[src/rtl/flow_lookup.sv]
// flow_lookup: exact-match flow table with a sequential (one entry per cycle)
// search engine. A lookup is triggered by a rising edge of headers_valid; the
// result is held on result_* until acknowledged. A second request arriving
// while busy is parked in a one-deep pending slot; further ones are dropped.
//
// Optional build macro OF_LOOKUP_STATS_EN adds saturating 32-bit hit, miss
// and drop counters as extra output ports.

`ifndef OF_HEADER_REG_WIDTH
`define OF_HEADER_REG_WIDTH 64
`endif

module flow_lookup #(
  parameter int HEADER_WIDTH = `OF_HEADER_REG_WIDTH,
  parameter int NUM_ENTRIES  = 8,
  parameter int ACTION_WIDTH = 32,
  localparam int IDX_WIDTH   = $clog2(NUM_ENTRIES)
) (
  input  logic                    clk,
  input  logic                    reset,
  input  logic [HEADER_WIDTH-1:0] header_bus,
  input  logic                    headers_valid,
  input  logic                    tbl_wr,
  input  logic [IDX_WIDTH-1:0]    tbl_wr_index,
  input  logic [HEADER_WIDTH-1:0] tbl_wr_key,
  input  logic [ACTION_WIDTH-1:0] tbl_wr_action,
  input  logic                    tbl_wr_valid,
  output logic                    result_valid,
  input  logic                    result_ack,
  output logic                    result_hit,
  output logic [IDX_WIDTH-1:0]    result_index,
  output logic [ACTION_WIDTH-1:0] result_action
`ifdef OF_LOOKUP_STATS_EN
  ,
  output logic [31:0]             hit_count,
  output logic [31:0]             miss_count,
  output logic [31:0]             drop_count
`endif
);

  localparam logic [IDX_WIDTH-1:0] LAST_IDX = IDX_WIDTH'(NUM_ENTRIES - 1);

  typedef enum logic [1:0] {
    IDLE,
    SEARCH,
    RESULT
  } state_e;

  // Table storage
  logic [NUM_ENTRIES-1:0]  ent_valid_q;
  logic [HEADER_WIDTH-1:0] ent_key_q    [NUM_ENTRIES];
  logic [ACTION_WIDTH-1:0] ent_action_q [NUM_ENTRIES];

  // Search engine state
  state_e                  state_q, state_d;
  logic                    hv_q;
  logic [HEADER_WIDTH-1:0] key_q, key_d;
  logic [IDX_WIDTH-1:0]    idx_q, idx_d;
  logic                    first_q, first_d;   // warm-up cycle before entry 0
  logic                    pend_q, pend_d;
  logic [HEADER_WIDTH-1:0] pend_key_q, pend_key_d;

  // Result registers
  logic                    rv_q, rv_d;
  logic                    hit_q, hit_d;
  logic [IDX_WIDTH-1:0]    index_q, index_d;
  logic [ACTION_WIDTH-1:0] action_q, action_d;

  logic req;
  logic ent_match;
  logic queue_req;

  assign req       = headers_valid & ~hv_q;
  assign ent_match = ent_valid_q[idx_q] && (ent_key_q[idx_q] == key_q);

  // Entry valid bits: cleared by reset, written by the table write port.
  // NOTE: sequential state uses non-blocking (<=) so every flop samples
  // pre-edge values; this is what makes a same-cycle write invisible to the
  // compare of that entry.
  always_ff @(posedge clk or posedge reset) begin
    if (reset) begin
      ent_valid_q <= '0;
    end else if (tbl_wr) begin
      ent_valid_q[tbl_wr_index] <= tbl_wr_valid;
    end
  end

  // Entry key/action storage written by the table write port.
  // NOTE: key/action arrays are deliberately left out of reset; an entry is
  // only ever consulted through its valid bit, which is reset.
  always_ff @(posedge clk) begin
    if (tbl_wr) begin
      ent_key_q[tbl_wr_index]    <= tbl_wr_key;
      ent_action_q[tbl_wr_index] <= tbl_wr_action;
    end
  end

  // State, key, pending-slot and result registers.
  always_ff @(posedge clk or posedge reset) begin
    if (reset) begin
      state_q    <= IDLE;
      hv_q       <= 1'b0;
      key_q      <= '0;
      idx_q      <= '0;
      first_q    <= 1'b0;
      pend_q     <= 1'b0;
      pend_key_q <= '0;
      rv_q       <= 1'b0;
      hit_q      <= 1'b0;
      index_q    <= '0;
      action_q   <= '0;
    end else begin
      state_q    <= state_d;
      hv_q       <= headers_valid;
      key_q      <= key_d;
      idx_q      <= idx_d;
      first_q    <= first_d;
      pend_q     <= pend_d;
      pend_key_q <= pend_key_d;
      rv_q       <= rv_d;
      hit_q      <= hit_d;
      index_q    <= index_d;
      action_q   <= action_d;
    end
  end

  // Next-state logic: request start, one-entry-per-cycle search, result
  // handshake and pending-slot management.
  always_comb begin
    // NOTE: every signal written here gets a default first, so no path can
    // leave one unassigned and infer a latch.
    state_d    = state_q;
    key_d      = key_q;
    idx_d      = idx_q;
    first_d    = first_q;
    pend_d     = pend_q;
    pend_key_d = pend_key_q;
    rv_d       = rv_q;
    hit_d      = hit_q;
    index_d    = index_q;
    action_d   = action_q;
    queue_req  = 1'b0;

    unique case (state_q)
      IDLE: begin
        if (req) begin
          state_d = SEARCH;
          key_d   = header_bus;
          idx_d   = '0;
          first_d = 1'b1;
        end
      end

      SEARCH: begin
        queue_req = req;
        if (first_q) begin
          first_d = 1'b0;
        end else if (ent_match) begin
          state_d  = RESULT;
          rv_d     = 1'b1;
          hit_d    = 1'b1;
          index_d  = idx_q;
          action_d = ent_action_q[idx_q];
        end else if (idx_q == LAST_IDX) begin
          state_d  = RESULT;
          rv_d     = 1'b1;
          hit_d    = 1'b0;
          index_d  = '0;
          action_d = '0;
        end else begin
          idx_d = idx_q + 1'b1;
        end
      end

      RESULT: begin
        if (result_ack) begin
          rv_d = 1'b0;
          if (pend_q) begin
            // The parked request wins; a request on this same edge finds the
            // slot still occupied and is dropped below.
            state_d   = SEARCH;
            key_d     = pend_key_q;
            idx_d     = '0;
            first_d   = 1'b1;
            pend_d    = 1'b0;
            queue_req = req;
          end else if (req) begin
            state_d = SEARCH;
            key_d   = header_bus;
            idx_d   = '0;
            first_d = 1'b1;
          end else begin
            state_d = IDLE;
          end
        end else begin
          queue_req = req;
        end
      end

      default: state_d = IDLE;
    endcase

    // Busy: park the request if the slot is free, otherwise it is dropped.
    if (queue_req && !pend_q) begin
      pend_d     = 1'b1;
      pend_key_d = header_bus;
    end
  end

  assign result_valid  = rv_q;
  assign result_hit    = hit_q;
  assign result_index  = index_q;
  assign result_action = action_q;

`ifdef OF_LOOKUP_STATS_EN
  logic        hit_evt, miss_evt, drop_evt;
  logic [31:0] hit_cnt_q, miss_cnt_q, drop_cnt_q;

  assign hit_evt  = (state_q == SEARCH) && !first_q && ent_match;
  assign miss_evt = (state_q == SEARCH) && !first_q && !ent_match && (idx_q == LAST_IDX);
  // The slot is never occupied in IDLE, so any request seeing it full is lost.
  assign drop_evt = req && pend_q;

  // Saturating event counters.
  always_ff @(posedge clk or posedge reset) begin
    if (reset) begin
      hit_cnt_q  <= '0;
      miss_cnt_q <= '0;
      drop_cnt_q <= '0;
    end else begin
      if (hit_evt  && (hit_cnt_q  != '1)) hit_cnt_q  <= hit_cnt_q  + 32'd1;
      if (miss_evt && (miss_cnt_q != '1)) miss_cnt_q <= miss_cnt_q + 32'd1;
      if (drop_evt && (drop_cnt_q != '1)) drop_cnt_q <= drop_cnt_q + 32'd1;
    end
  end

  assign hit_count  = hit_cnt_q;
  assign miss_count = miss_cnt_q;
  assign drop_count = drop_cnt_q;
`endif

endmodule

[config.mk]
export PLATFORM = sky130hd
export DESIGN_NAME = flow_lookup
export DESIGN_NICKNAME = d
export VERILOG_FILES = /design/src/rtl/flow_lookup.sv
export SDC_FILE = /design/constraint.sdc
export NUM_CORES = 1
export LEC_CHECK = 0
export CAP_MARGIN = 20
export CORE_ASPECT_RATIO = 1.25
export CORE_UTILIZATION = 59
export CTS_BUF_LIST = sky130_fd_sc_hd__clkbuf_4 sky130_fd_sc_hd__clkbuf_8 sky130_fd_sc_hd__clkbuf_16
export DETAILED_ROUTE_END_ITERATION = 10
export PLACE_DENSITY = 0.79
export REMOVE_ABC_BUFFERS = 1
export SYNTH_ARGS = -nofsm -noshare
export SYNTH_HDL_FRONTEND = slang
export SYNTH_SLANG_ARGS = --single-unit
[constraint.sdc]
create_clock -name clk -period 7.09 [get_ports clk]
set_clock_uncertainty 0.1 [all_clocks]
set_input_delay 1.418 -clock clk [delete_from_list [all_inputs] [get_ports clk]]
set_output_delay 1.418 -clock clk [all_outputs]
set_load 0.1 [all_outputs]
==> results <==
- The worst min-delay path class is reg -> reg.
- TritonCTS built the clock tree.
- The total clock sinks is between 900 and 1k.
- Before CTS, the worst setup slack after placement is 1.93 ns.
- Summing all non-filler instances in the final layout gives an area of about 43,000 µm².
- The clock root buffer is sky130_fd_sc_hd__clkbuf_16.
- The register-to-register setup slack is approximately 1.9 ns.
- For the pin with the worst max-slew slack, the measured transition is around 1.1 ns.
- Clock tree synthesis inserted a total of between 80 and 90 buffers.
- Entering global routing, the biggest net connects approximately 130 pins.
- In the synthesized netlist the async set-or-reset flop fraction comes to 0.191.
- The kind of end point of the critical path is a register.
- For this block, wires on met1 add up to between 30,000 and 40,000 µm.
- The initial antenna violation count came to 13.
- The top-level I/O count is a little over 200.
- The post-synthesis cell type count is 60.
- In this run the worst path has a maximum fanout of between 50 and 60.
- The leakage power is between 10 and 15 nW.
- The wire length of the first global-routing pass is roughly 120,000 µm.
- Once layout is complete, the cells apart from fillers number ~3.1k.
- The top cell types in the final layout, fill and taps aside, are sky130_fd_sc_hd__edfxtp_1, sky130_fd_sc_hd__clkdlybuf4s50_1, sky130_fd_sc_hd__dfrtp_1.
- The detailed-placement wirelength estimate is 44,700 µm.
- Of the total synthesized cell area, the portion taken by XOR and XNOR cells is 0.0118.
- The time the worst path needs with I/O delays and setup is ~5.2 ns.
- The remaining global-route overflow is 0.
- Data on the critical path is required at its endpoint by between 7 and 8 ns.
- Wire segments on met2 add up to approximately 42,000 µm in the final route.
- Routability-driven placement finished with a final weighted congestion of about 0.77.
- The area of placed instances is between 40,000 and 50,000 µm².
- The highest metal layer used by the detailed router is met5.
- The part of the Yosys area used for sequential elements is 0.742.
- Summed over all nets, wire length on met3 after detailed routing comes to between 5000 and 6000 µm.
- Of the total synthesized cell area, the portion taken by full adders, half adders and majority gates is 0.00202.
- The mux contribution to synthesized area is 0.156.
- The startpoint kind of the worst setup timing path is a register.
- The first detailed-routing pass took 5 iterations.
- For the worst setup path, the data arrival time is roughly 5.6 ns.
- The effective utilization at floorplan is 0.598.
- The total count of max-transition violations in the final report came to 0.
- The number of synthesized register bits is 949.
- The final layout contains ~2.3k nets.
- The compound-cell area share of the yosys netlist was 0.0509.
- Across the run, the number of max-cap violations was 0.
- After detailed routing, the number of remaining DRC violations is 0.
- The floorplan die width is 227 µm.
- The later-pin clock latency in the skew report is 0.64 ns.
- The final-report hold violation count is 0.
- The worst setup path startpoint is idx_q[0].
- The type of the setup path with the least slack is reg -> reg.
- The count of cells resized by post-cts repair is 0.
- The total detailed-routing wirelength is a little over 80,000 µm.
- After detailed routing, the average wire length per cell comes to 26.7 µm.
- The core utilization of the finished layout is 0.695.
- The synthesized area per cell is about 19 µm².
- The most used flip-flop cell after synthesis is sky130_fd_sc_hd__edfxtp_1.
- The area of the core region is roughly 62,000 µm².
- The floorplan has slightly above 100 rows.
- The cell count after placement is 2,886.
- The cell area that synthesis handed to floorplanning was approximately 37,000 µm².
- IR analysis of the VDD net gives a maximum drop of 248 µV.
- Setup repair after global routing left no endpoint under its margin.
- The total power density per cell area is 337 nW/µm².
- The launch point of the worst hold path is pend_key_q[31].
- The die is about 280 µm tall.
- The source of the worst register-to-register timing path is idx_q[0].
- The H-tree generated during clock tree synthesis spans 3 levels.
- After detailed routing, the number of vias per cell comes to between 6 and 7.
- Across every metal layer, demand over resource in global routing totals 0.263.
- The full die area is around 64,000 µm².
- Setup slack closes at ~1.9 ns.
- Of the total synthesized cell area, the portion taken by AND, OR, NAND and NOR gates is 0.0215.
- The hold buffer count at cts is 0.
- The synthesized design contains about 770 enable-type register cells.
- The number of global-route vias before repair is around 20k.
- Of the cells placed in the final design, the portion with a size suffix greater than 1 is 0.217.
- The relative max-transition margin is 0.258.
- No sink is reached through more buffers than the 3 on the longest clock path.
- The total vias in the final route is between 15k and 20k.
- The portion of the clock cycle consumed by the worst path in the final layout is 0.731.
- In this run the post-CTS setup repair buffer count came out at 0.
- Clock-pin slew was measured on the worst setup and hold paths at around 0.06 ns.
- During placement, the flow inserted port buffers numbering a little over 200.
- The gate count of the mapped netlist is around 1.9k.
- By area, the combinational part of the netlist is dominated by multiplexers.
- The first routing iteration left 1,733 violations.
- Setup violations remaining at the end of the flow were counted as 0.
- Once detail routing completed, the nets flagged for antenna violations numbered 0.
- The area added between synthesis and finish is 16.1%.
- The fmax is 193 MHz.
- The number of warnings reported in the yosys synthesis log is 0.
- The flow ran to the end, and the final reports show no timing, DRC or antenna violations.
- The commonest non-fill, non-tap cell in the layout is sky130_fd_sc_hd__edfxtp_1.
[registers in the layout, indices dropped and copies added (netlist names)]
| register | count |
|---|---|
| pend_q | 1 |
| ent_valid_q | 8 |
| result_valid | 1 |
| result_hit | 1 |
| result_action | 32 |
| result_index | 3 |
| key_q | 64 |
| ent_key_q | 512 |
| pend_key_q | 64 |
| ent_action_q | 256 |
| first_q | 1 |
| hv_q | 1 |
| idx_q | 3 |
| state_q | 2 |
[logic make-up after synthesis]
logic type | count (synthesis)
compound gates | 254
simple gates | 166
mux | 381
fa+ha+maj | 6
xor+xnor | 50
flops | 949
buf+inv | 113
[layer usage]
layer / track usage / vias up
met1: 0.338 / 10000
met2: 0.448 / 674
met5: 0 / -
met3: 0.0500 / 151
li1: - / 8207
met4: 0.0994 / 14
[power breakdown]
group          switching, mW  internal [mW]
combinational           1.47           1.42
sequential             0.366           6.56
clock                   2.00           2.74
total                   3.83           10.7
[Yosys cell counts (10+ instances only)]
master | count | area [µm²]
sky130_fd_sc_hd__buf_2 | 19 | 95.1
sky130_fd_sc_hd__nand2_1 | 41 | 154
sky130_fd_sc_hd__o22ai_1 | 79 | 494
sky130_fd_sc_hd__a221oi_1 | 11 | 96.3
sky130_fd_sc_hd__xor2_1 | 32 | 280
sky130_fd_sc_hd__clkbuf_1 | 49 | 184
sky130_fd_sc_hd__inv_1 | 11 | 41.3
sky130_fd_sc_hd__mux2i_1 | 132 | 1320
sky130_fd_sc_hd__nor2_1 | 76 | 285
sky130_fd_sc_hd__dfrtp_1 | 181 | 4530
sky130_fd_sc_hd__mux4_2 | 141 | 3180
sky130_fd_sc_hd__a22oi_1 | 24 | 180
sky130_fd_sc_hd__mux2_2 | 93 | 1050
sky130_fd_sc_hd__xnor2_1 | 18 | 158
sky130_fd_sc_hd__a21oi_1 | 78 | 390
sky130_fd_sc_hd__mux2_1 | 10 | 113
sky130_fd_sc_hd__buf_1 | 13 | 48.8
sky130_fd_sc_hd__o2bb2ai_2 | 30 | 450
sky130_fd_sc_hd__edfxtp_1 | 768 | 23100
[final cells by class]
| type | count | area [µm²] |
|---|---|---|
| Fill cell | 3815 | 19000 |
| Clock buffer | 121 | 2580 |
| Inverter | 12 | 55.1 |
| Timing Repair Buffer | 237 | 2420 |
| Antenna cell | 9 | 22.5 |
| Sequential cell | 949 | 27600 |
| Tap cell | 832 | 1040 |
| Multi-Input combinational cell | 857 | 9080 |
| Clock inverter | 43 | 362 |
[worst max-delay path, stage by stage (launching register included)]
cell	delay, ns
sky130_fd_sc_hd__dfrtp_4	0.96
sky130_fd_sc_hd__buf_4	0.74
sky130_fd_sc_hd__buf_4	0.54
sky130_fd_sc_hd__mux2i_1	0.29
sky130_fd_sc_hd__a22oi_1	0.13
sky130_fd_sc_hd__a21oi_1	0.19
sky130_fd_sc_hd__o22a_1	0.17
sky130_fd_sc_hd__and4_1	0.27
sky130_fd_sc_hd__nand4_2	0.21
sky130_fd_sc_hd__o41ai_4	0.52
sky130_fd_sc_hd__nand2_4	0.54
sky130_fd_sc_hd__o2bb2ai_2	0.29
[through the flow]
| step | TNS [ns] | hold slack, ns | power, mW |
|---|---|---|---|
| after floorplan | -621.48 | 0.375 | 9.51 |
| after global placement | 0 | 0.384 | 9.78 |
| after detailed placement | 0 | 0.394 | 9.91 |
| after CTS | 0 | 0.408 | 14.6 |
| after global routing | 0 | 0.420 | 15.1 |
| final | 0 | 0.405 | 14.6 |
[path summary, 6_finish.rpt]
check / end / cells after the start
hold / removal: pend_key_q[31] / 1
hold reg to reg: pend_key_q[31] / 1
setup reg to reg: result_action[2] / 11
max in group asynchronous: pend_key_q[30] / 3
min in group asynchronous: pend_key_q[38] / 2
setup / recovery: result_action[2] / 11
Power figures use the tool's default switching activity.
